File: config.mk
export PLATFORM = sky130hd
export DESIGN_NAME = dmem_arbiter
export DESIGN_NICKNAME = d
export VERILOG_FILES = /design/src/rtl/dmem_arbiter.sv
export SDC_FILE = /design/constraint.sdc
export NUM_CORES = 1
export LEC_CHECK = 0
export ABC_CLOCK_PERIOD_IN_PS = 1500
export CORE_ASPECT_RATIO = 0.7
export CORE_MARGIN = 10
export CORE_UTILIZATION = 30
export CTS_BUF_LIST = sky130_fd_sc_hd__clkbuf_8
export DETAILED_ROUTE_END_ITERATION = 16
export GPL_ROUTABILITY_DRIVEN = 0
export PLACE_DENSITY = 0.81
export SKIP_CTS_REPAIR_TIMING = 1
export SYNTH_ARGS = -nofsm -noshare
export SYNTH_HDL_FRONTEND = slang
export SYNTH_SLANG_ARGS = --single-unit
File: constraint.sdc
create_clock -name clk -period 1.5 [get_ports clk]
set_input_delay 0.3 -clock clk [delete_from_list [all_inputs] [get_ports clk]]
set_output_delay 0.3 -clock clk [all_outputs]
set_load 0.03 [all_outputs]
File: src/rtl/dmem_arbiter.sv
// dmem_arbiter: shares one single-port synchronous data memory between the
// core load/store path and a host preload/readback port. One access per
// cycle, round-robin on ties, optional host lock for bursts, and read data
// routed back to the issuing requester one cycle after its grant.
//
// Handshake (both ports): a requester raises *_req with its command
// (we/addr/wdata) and holds all of it stable until it sees *_gnt high in the
// same cycle; the access is issued in exactly that cycle. Dropping *_req
// before a grant withdraws the request with no side effects.
module dmem_arbiter #(
    parameter int AW = 8,
    parameter int DW = 8
) (
    input  logic          clk,
    input  logic          reset,

    input  logic          core_req,
    input  logic          core_we,
    input  logic [AW-1:0] core_addr,
    input  logic [DW-1:0] core_wdata,
    output logic          core_gnt,
    output logic          core_rvalid,
    output logic [DW-1:0] core_rdata,

    input  logic          host_req,
    input  logic          host_we,
    input  logic [AW-1:0] host_addr,
    input  logic [DW-1:0] host_wdata,
    input  logic          host_lock,
    output logic          host_gnt,
    output logic          host_rvalid,
    output logic [DW-1:0] host_rdata,

    output logic          mem_en,
    output logic          mem_we,
    output logic [AW-1:0] mem_addr,
    output logic [DW-1:0] mem_wdata,
    input  logic [DW-1:0] mem_rdata,

    output logic          busy
);

    typedef enum logic {
        OWN_CORE = 1'b0,
        OWN_HOST = 1'b1
    } owner_e;

    owner_e        last_owner_q, last_owner_d;
    logic          locked_q, locked_d;
    logic          rd_pend_q, rd_pend_d;
    owner_e        rd_owner_q, rd_owner_d;
    logic [DW-1:0] core_rdata_q, core_rdata_d;
    logic [DW-1:0] host_rdata_q, host_rdata_d;

    logic          lock_active;
    logic          core_win;
    logic          host_win;

    // Arbitration: a held lock only counts while host_lock is still high, so
    // the cycle host_lock drops is already an ordinary round-robin cycle.
    always_comb begin
        lock_active = locked_q & host_lock;
        core_win    = 1'b0;
        host_win    = 1'b0;
        if (lock_active) begin
            host_win = host_req;
        end else if (core_req && host_req) begin
            if (last_owner_q == OWN_HOST) begin
                core_win = 1'b1;
            end else begin
                host_win = 1'b1;
            end
        end else begin
            core_win = core_req;
            host_win = host_req;
        end
    end

    // Grants are forced low while reset is asserted, even though the
    // request inputs may still be active.
    assign core_gnt = core_win & reset;
    assign host_gnt = host_win & reset;

    // Memory command mux: all fields read zero when nothing is granted.
    always_comb begin
        mem_en    = core_gnt | host_gnt;
        mem_we    = 1'b0;
        mem_addr  = '0;
        mem_wdata = '0;
        if (core_gnt) begin
            mem_we    = core_we;
            mem_addr  = core_addr;
            mem_wdata = core_wdata;
        end else if (host_gnt) begin
            mem_we    = host_we;
            mem_addr  = host_addr;
            mem_wdata = host_wdata;
        end
    end

    // Read return routing: the pending read's owner sees the live memory
    // data; the other port keeps showing the last data it received.
    always_comb begin
        core_rvalid = rd_pend_q & (rd_owner_q == OWN_CORE);
        host_rvalid = rd_pend_q & (rd_owner_q == OWN_HOST);
        core_rdata  = core_rvalid ? mem_rdata : core_rdata_q;
        host_rdata  = host_rvalid ? mem_rdata : host_rdata_q;
        busy        = mem_en | rd_pend_q;
    end

    // Next-state for ownership, lock and read tracking.
    always_comb begin
        last_owner_d = last_owner_q;
        if (host_gnt) begin
            last_owner_d = OWN_HOST;
        end else if (core_gnt) begin
            last_owner_d = OWN_CORE;
        end

        // Lock is taken by a locked host grant and then persists purely on
        // host_lock, so host idle cycles inside a burst still stall the core.
        locked_d = lock_active | (host_gnt & host_lock);

        rd_pend_d  = mem_en & ~mem_we;
        rd_owner_d = rd_owner_q;
        if (rd_pend_d) begin
            rd_owner_d = host_gnt ? OWN_HOST : OWN_CORE;
        end

        core_rdata_d = core_rdata;
        host_rdata_d = host_rdata;
    end

    // State registers; async reset drops any in-flight read return.
    always_ff @(posedge clk or negedge reset) begin
        if (!reset) begin
            last_owner_q <= OWN_HOST;
            locked_q     <= 1'b0;
            rd_pend_q    <= 1'b0;
            rd_owner_q   <= OWN_CORE;
            core_rdata_q <= '0;
            host_rdata_q <= '0;
        end else begin
            last_owner_q <= last_owner_d;
            locked_q     <= locked_d;
            rd_pend_q    <= rd_pend_d;
            rd_owner_q   <= rd_owner_d;
            core_rdata_q <= core_rdata_d;
            host_rdata_q <= host_rdata_d;
        end
    end

endmodule
---- Word level (Yosys, flattened, before mapping) ----
Cells that the tools add are included.
operators by class
  muxes and demuxes ....................... 17
  shift-type cells ........................ 0
  order comparisons ....................... 0
  bitwise operators ....................... 12
  add/sub/neg operators ................... 0
  eq/ne operators ......................... 0
  divide/modulo/power cells ............... 0
  multiply operators ...................... 0
  reduce and logical (&&, ||, !) cells .... 2
operators by type and width
  operator             count
  $mux W8              6
  $mux W1              11
  $and A1 B1 Y1        7
  $or A1 B1 Y1         3
  $not A1 Y1           2
  $reduce_bool A2 Y1   1
  $logic_and A1 B1 Y1  1
storage, ports and cells
  memories kept ........................... 0
  latch bits .............................. 0
  bits in registers ....................... 20
  logic and storage cells ................. 37
  memory bits (writable) .................. 0
  output and inout port bits .............. 39
  bits in read-only memories .............. 0

---- Logic depth before layout (Yosys ltp) ----
  depth in word-level cells ............... 8
  mapped depth ............................ 5
  depth with buffers taken out ............ 4

---- Least setup slack after synthesis ----
OpenSTA, ideal clock, no wires.
  path type ............................... reg2out
  start point ............................. register last_owner_q
  end point ............................... output port mem_we
  stages on the path, launching flop included .. 6
  slack ................................... -0.150 ns
  arrival time ............................ 1.350 ns
  data required time ...................... 1.200 ns
  cells stage by stage .................... dfstp_2 nand2b_4 nand3_4 inv_4 clkbuf_8 a21o_1
RTL lines
  what                    line  RTL
  start, declared         48    owner_e last_owner_q, last_owner_d;
  start signal, assigned  144   last_owner_q <= last_owner_d;
  $mux W1                 68    if (last_owner_q == OWN_HOST) begin
  $mux W1                 67    end else if (core_req && host_req) begin
  $mux W1                 65    if (lock_active) begin
  $and A1 B1 Y1           81    assign core_gnt = core_win & reset;
  via core_gnt            21    output logic core_gnt,
  $mux W1                 90    if (core_gnt) begin
  end, declared           35    output logic mem_we,
The timed path passes the listed nets, and every way through them passes these cells.

---- Worst setup path after layout ----
  start point ............................. register locked_q
  end point ............................... output port mem_wdata[4]
on the way
  word-level cells in the longest chain between the ends .. 5
RTL lines
  what                    line  RTL
  start, declared         49    logic locked_q, locked_d;
  start signal, assigned  145   locked_q <= locked_d;
  $and A1 B1 Y1 *         62    lock_active = locked_q & host_lock;
  $mux W1                 65
  $and A1 B1 Y1           82    assign host_gnt = host_win & reset;
  $mux W8                 94    end else if (host_gnt) begin
  $mux W8 *               90
  end, declared           37    output logic [DW-1:0] mem_wdata,
Mark *: on every way between the ends. The rest lies on a longest branch, timed or not.

==> impl_results.md <==
- Max Freq: 533.2 MHz
- Clk_lat worst skew: 0.26 ns
- Part of the power in combinational logic: 0.623
- Number of nets in the layout: 237
- Clock Pin Slew Worst Setup and Hold Paths: 0.07 ns
- Outcome: complete, but fails checks
- Total number of vias: 1125
- Setup-failing EPs final: 38
- Leak pwr: 1.240 nW
- Total negative slack: -11.35 ns
- Final hold vios: 0
- # rows: 17
- CP bufs+invs: 2
- Sw Pwr: 1.144 mW
- Violations in the final reports: setup timing
- Minimum clock period: 1.876 ns
- Relative slew slack: 0.7916
- Routed vias/inst: 4.767
- CP cell instances: a21boi_4 -> a21oi_4 -> clkbuf_16 -> a22o_1 -> buf_6
- Mapped Avg Cell Area: 13.55 µm²
- CTS Buf Count: 3
- Skew final: 0.008809 ns
- Vias in the first global route: 1153
- Switching part of the total power: 0.3746
- Die width: 90.03 µm
- CTS tree: built
- Sequential share of the synthesized area: 0.4872
- VDD IR max: 1.133 mV
- Most common cell after layout, fill and taps aside: clkdlybuf4s50_1
- Crit path kind: reg2out
- Layout cells sized above 1: 0.5714
- Core area: 3212 µm²
- Number of buffers added on ports: 85
- CTS Sinks: 20
- Starting Density: 0.3206
- Internal power: 1.910 mW
- Clk buf depth: 2
- CTS root buf: clkbuf_8
- H-tree levels: 1
- Unrepaired setup endpoints after global routing: true
- Clock Power Share: 0.114
- Gr ovfl total: 0
- Drt pass-1 iters: 4
- N_diodes: 0
- Drt wl/cell: 20.92 µm
- Largest net degree at the start of global routing: 20
- First-pass GRT wire length: 6396 µm
- Final Cycle Share: 1.250
- Flop pwr share: 0.263
- Crit path DAT: 1.58 ns
- Commonest non-fill, non-tap cells in the layout: clkdlybuf4s50_1, buf_6, dfrtp_1, buf_4, mux2_4
- HPWL Detailed: 3601 µm
- Mapped Area: 1030 µm²
- Synth Instances: 76
- DRT Wirelength: 4936 µm
- Initial antenna violation count: 0
- Critical Path RT: 1.20 ns
- Setup ws final: -0.3755 ns
- Endpoint class of the critical path: output port
- Final core utilization: 0.7713
- Ports: 86
- WHS: 0.1141 ns
- Cell variety after synth: 24
- Slew Limit Fails: 0
- Die ar.: 6214 µm²
- Area grow syn2layout: 140.6%
- Synth Net Count: 123
- PD cells: 1233 nW/µm²
- All-Layer GR Usage: 0.1260
- CP Max Fanout: 5
- Pin slew with the least headroom to its limit: 0.3106 ns
- Slowest CP cell: dfrtp_1
- # Max-Cap Violations: 0
- DRC violation count after routing: 0
- Max stage delay on crit path: 0.42 ns
- Height of the die: 69.02 µm
- Warnings, synthesis: 0
- Hold Path Class: in2async
- Cell family contributing the most delay on the critical path: compound AO/OA/AOI/OAI gates
- Initial drt markers: 21
- Routed Antenna Nets: 0
- Synth Register Bits: 20
- CP Launch Type: flip-flop
[layout make-up]
type                       count  area, µm²
multi-input combinational     49      645.6
sequential                    20      501.7
fill                         201      734.5
timing repair inverter         1      11.26
inverter                       4      27.53
timing repair buffer         111       1187
clock inverter                 1      3.754
tap                           47      58.81
clock buffer                   3      41.29
[through the flow]
step	cells	area (µm²)	worst slack [ns]	power (mW)
2_1_floorplan	76	1104	-0.03269	1.635
6_report	236	2477	-0.3755	3.055
5_1_grt	236	2477	-0.4207	3.194
4_1_cts	222	2048	-0.5594	2.617
3_5_place_dp	218	2003	-0.5115	2.269
3_3_place_gp	218	2003	-0.4608	2.225
[worst paths after layout]
path                       depth (start not counted)                        end                      start  slack, ns
min in group clk                                   2         locked_q$_DFF_PN0_                  host_lock       0.39
max reg2reg                                        5         locked_q$_DFF_PN0_         locked_q$_DFF_PN0_       0.11
min reg2reg                                        1  core_rdata_q[2]$_DFF_PN0_  core_rdata_q[2]$_DFF_PN0_       0.50
max                                                5               mem_wdata[4]         locked_q$_DFF_PN0_      -0.38
max in group asynchronous                          3   last_owner_q$_DFFE_PN1P_                      reset       1.14
min                                                2  core_rdata_q[4]$_DFF_PN0_                      reset       0.11
[cell usage after synthesis (all sizes together)]
library cell  number  area share
a22o              16        0.15
a21oi              2       0.021
o22a               1      0.0085
a211oi             2       0.015
dfrtp             19        0.46
inv                4       0.017
o21ai              1      0.0049
clkbuf             1       0.013
a21o               2       0.015
o21a               1      0.0073
nand2              2      0.0073
nand3              2       0.022
buf                2       0.012
nand2b             3       0.026
dfstp              1       0.026
a21boi             1       0.018
mux2              16        0.17
[worst register-to-register path, delay by kind of cell (launching register included)]
family                 cells  cell delay, ns
DFF                        1            0.42
AOI/OAI and AO/OA          3            0.55
buffers and inverters      2            0.30
[state kept, by name (all words and copies together), names as in the netlist]
signal,count
rd_pend_q,1
last_owner_q,1
host_rdata_q,8
rd_owner_q,1
locked_q,1
core_rdata_q,8
[kinds of logic (layout without fill, tap and decap cells)]
group | count (synthesis) | count (layout) | share of synthesized area
AOI/OAI and AO/OA | 26 | 26 | 0.2406
DFF | 20 | 20 | 0.4873
muxes | 16 | 16 | 0.1750
and+or+nand+nor | 7 | 7 | 0.05467
buffers and inverters | 7 | 120 | 0.04253
[routing by layer]
metal	vias to the layer above	global-route usage	part of all wire
met5	-	0	0
met4	0	0.03136	0.017
met3	10	0.04095	0.034
met2	27	0.2436	0.59
met1	577	0.1264	0.36
li1	511	-	-
[power by group through the flow]
stage / clock, mW / sequential (mW) / combinational, mW
global route: 0.383 / 0.819 / 1.99
global placement: 0 / 0.784 / 1.44
finish: 0.348 / 0.804 / 1.90
detailed placement: 0 / 0.798 / 1.47
CTS: 0.355 / 0.788 / 1.47
floorplan: 0 / 0.777 / 0.858
Power figures use the tool's default switching activity.
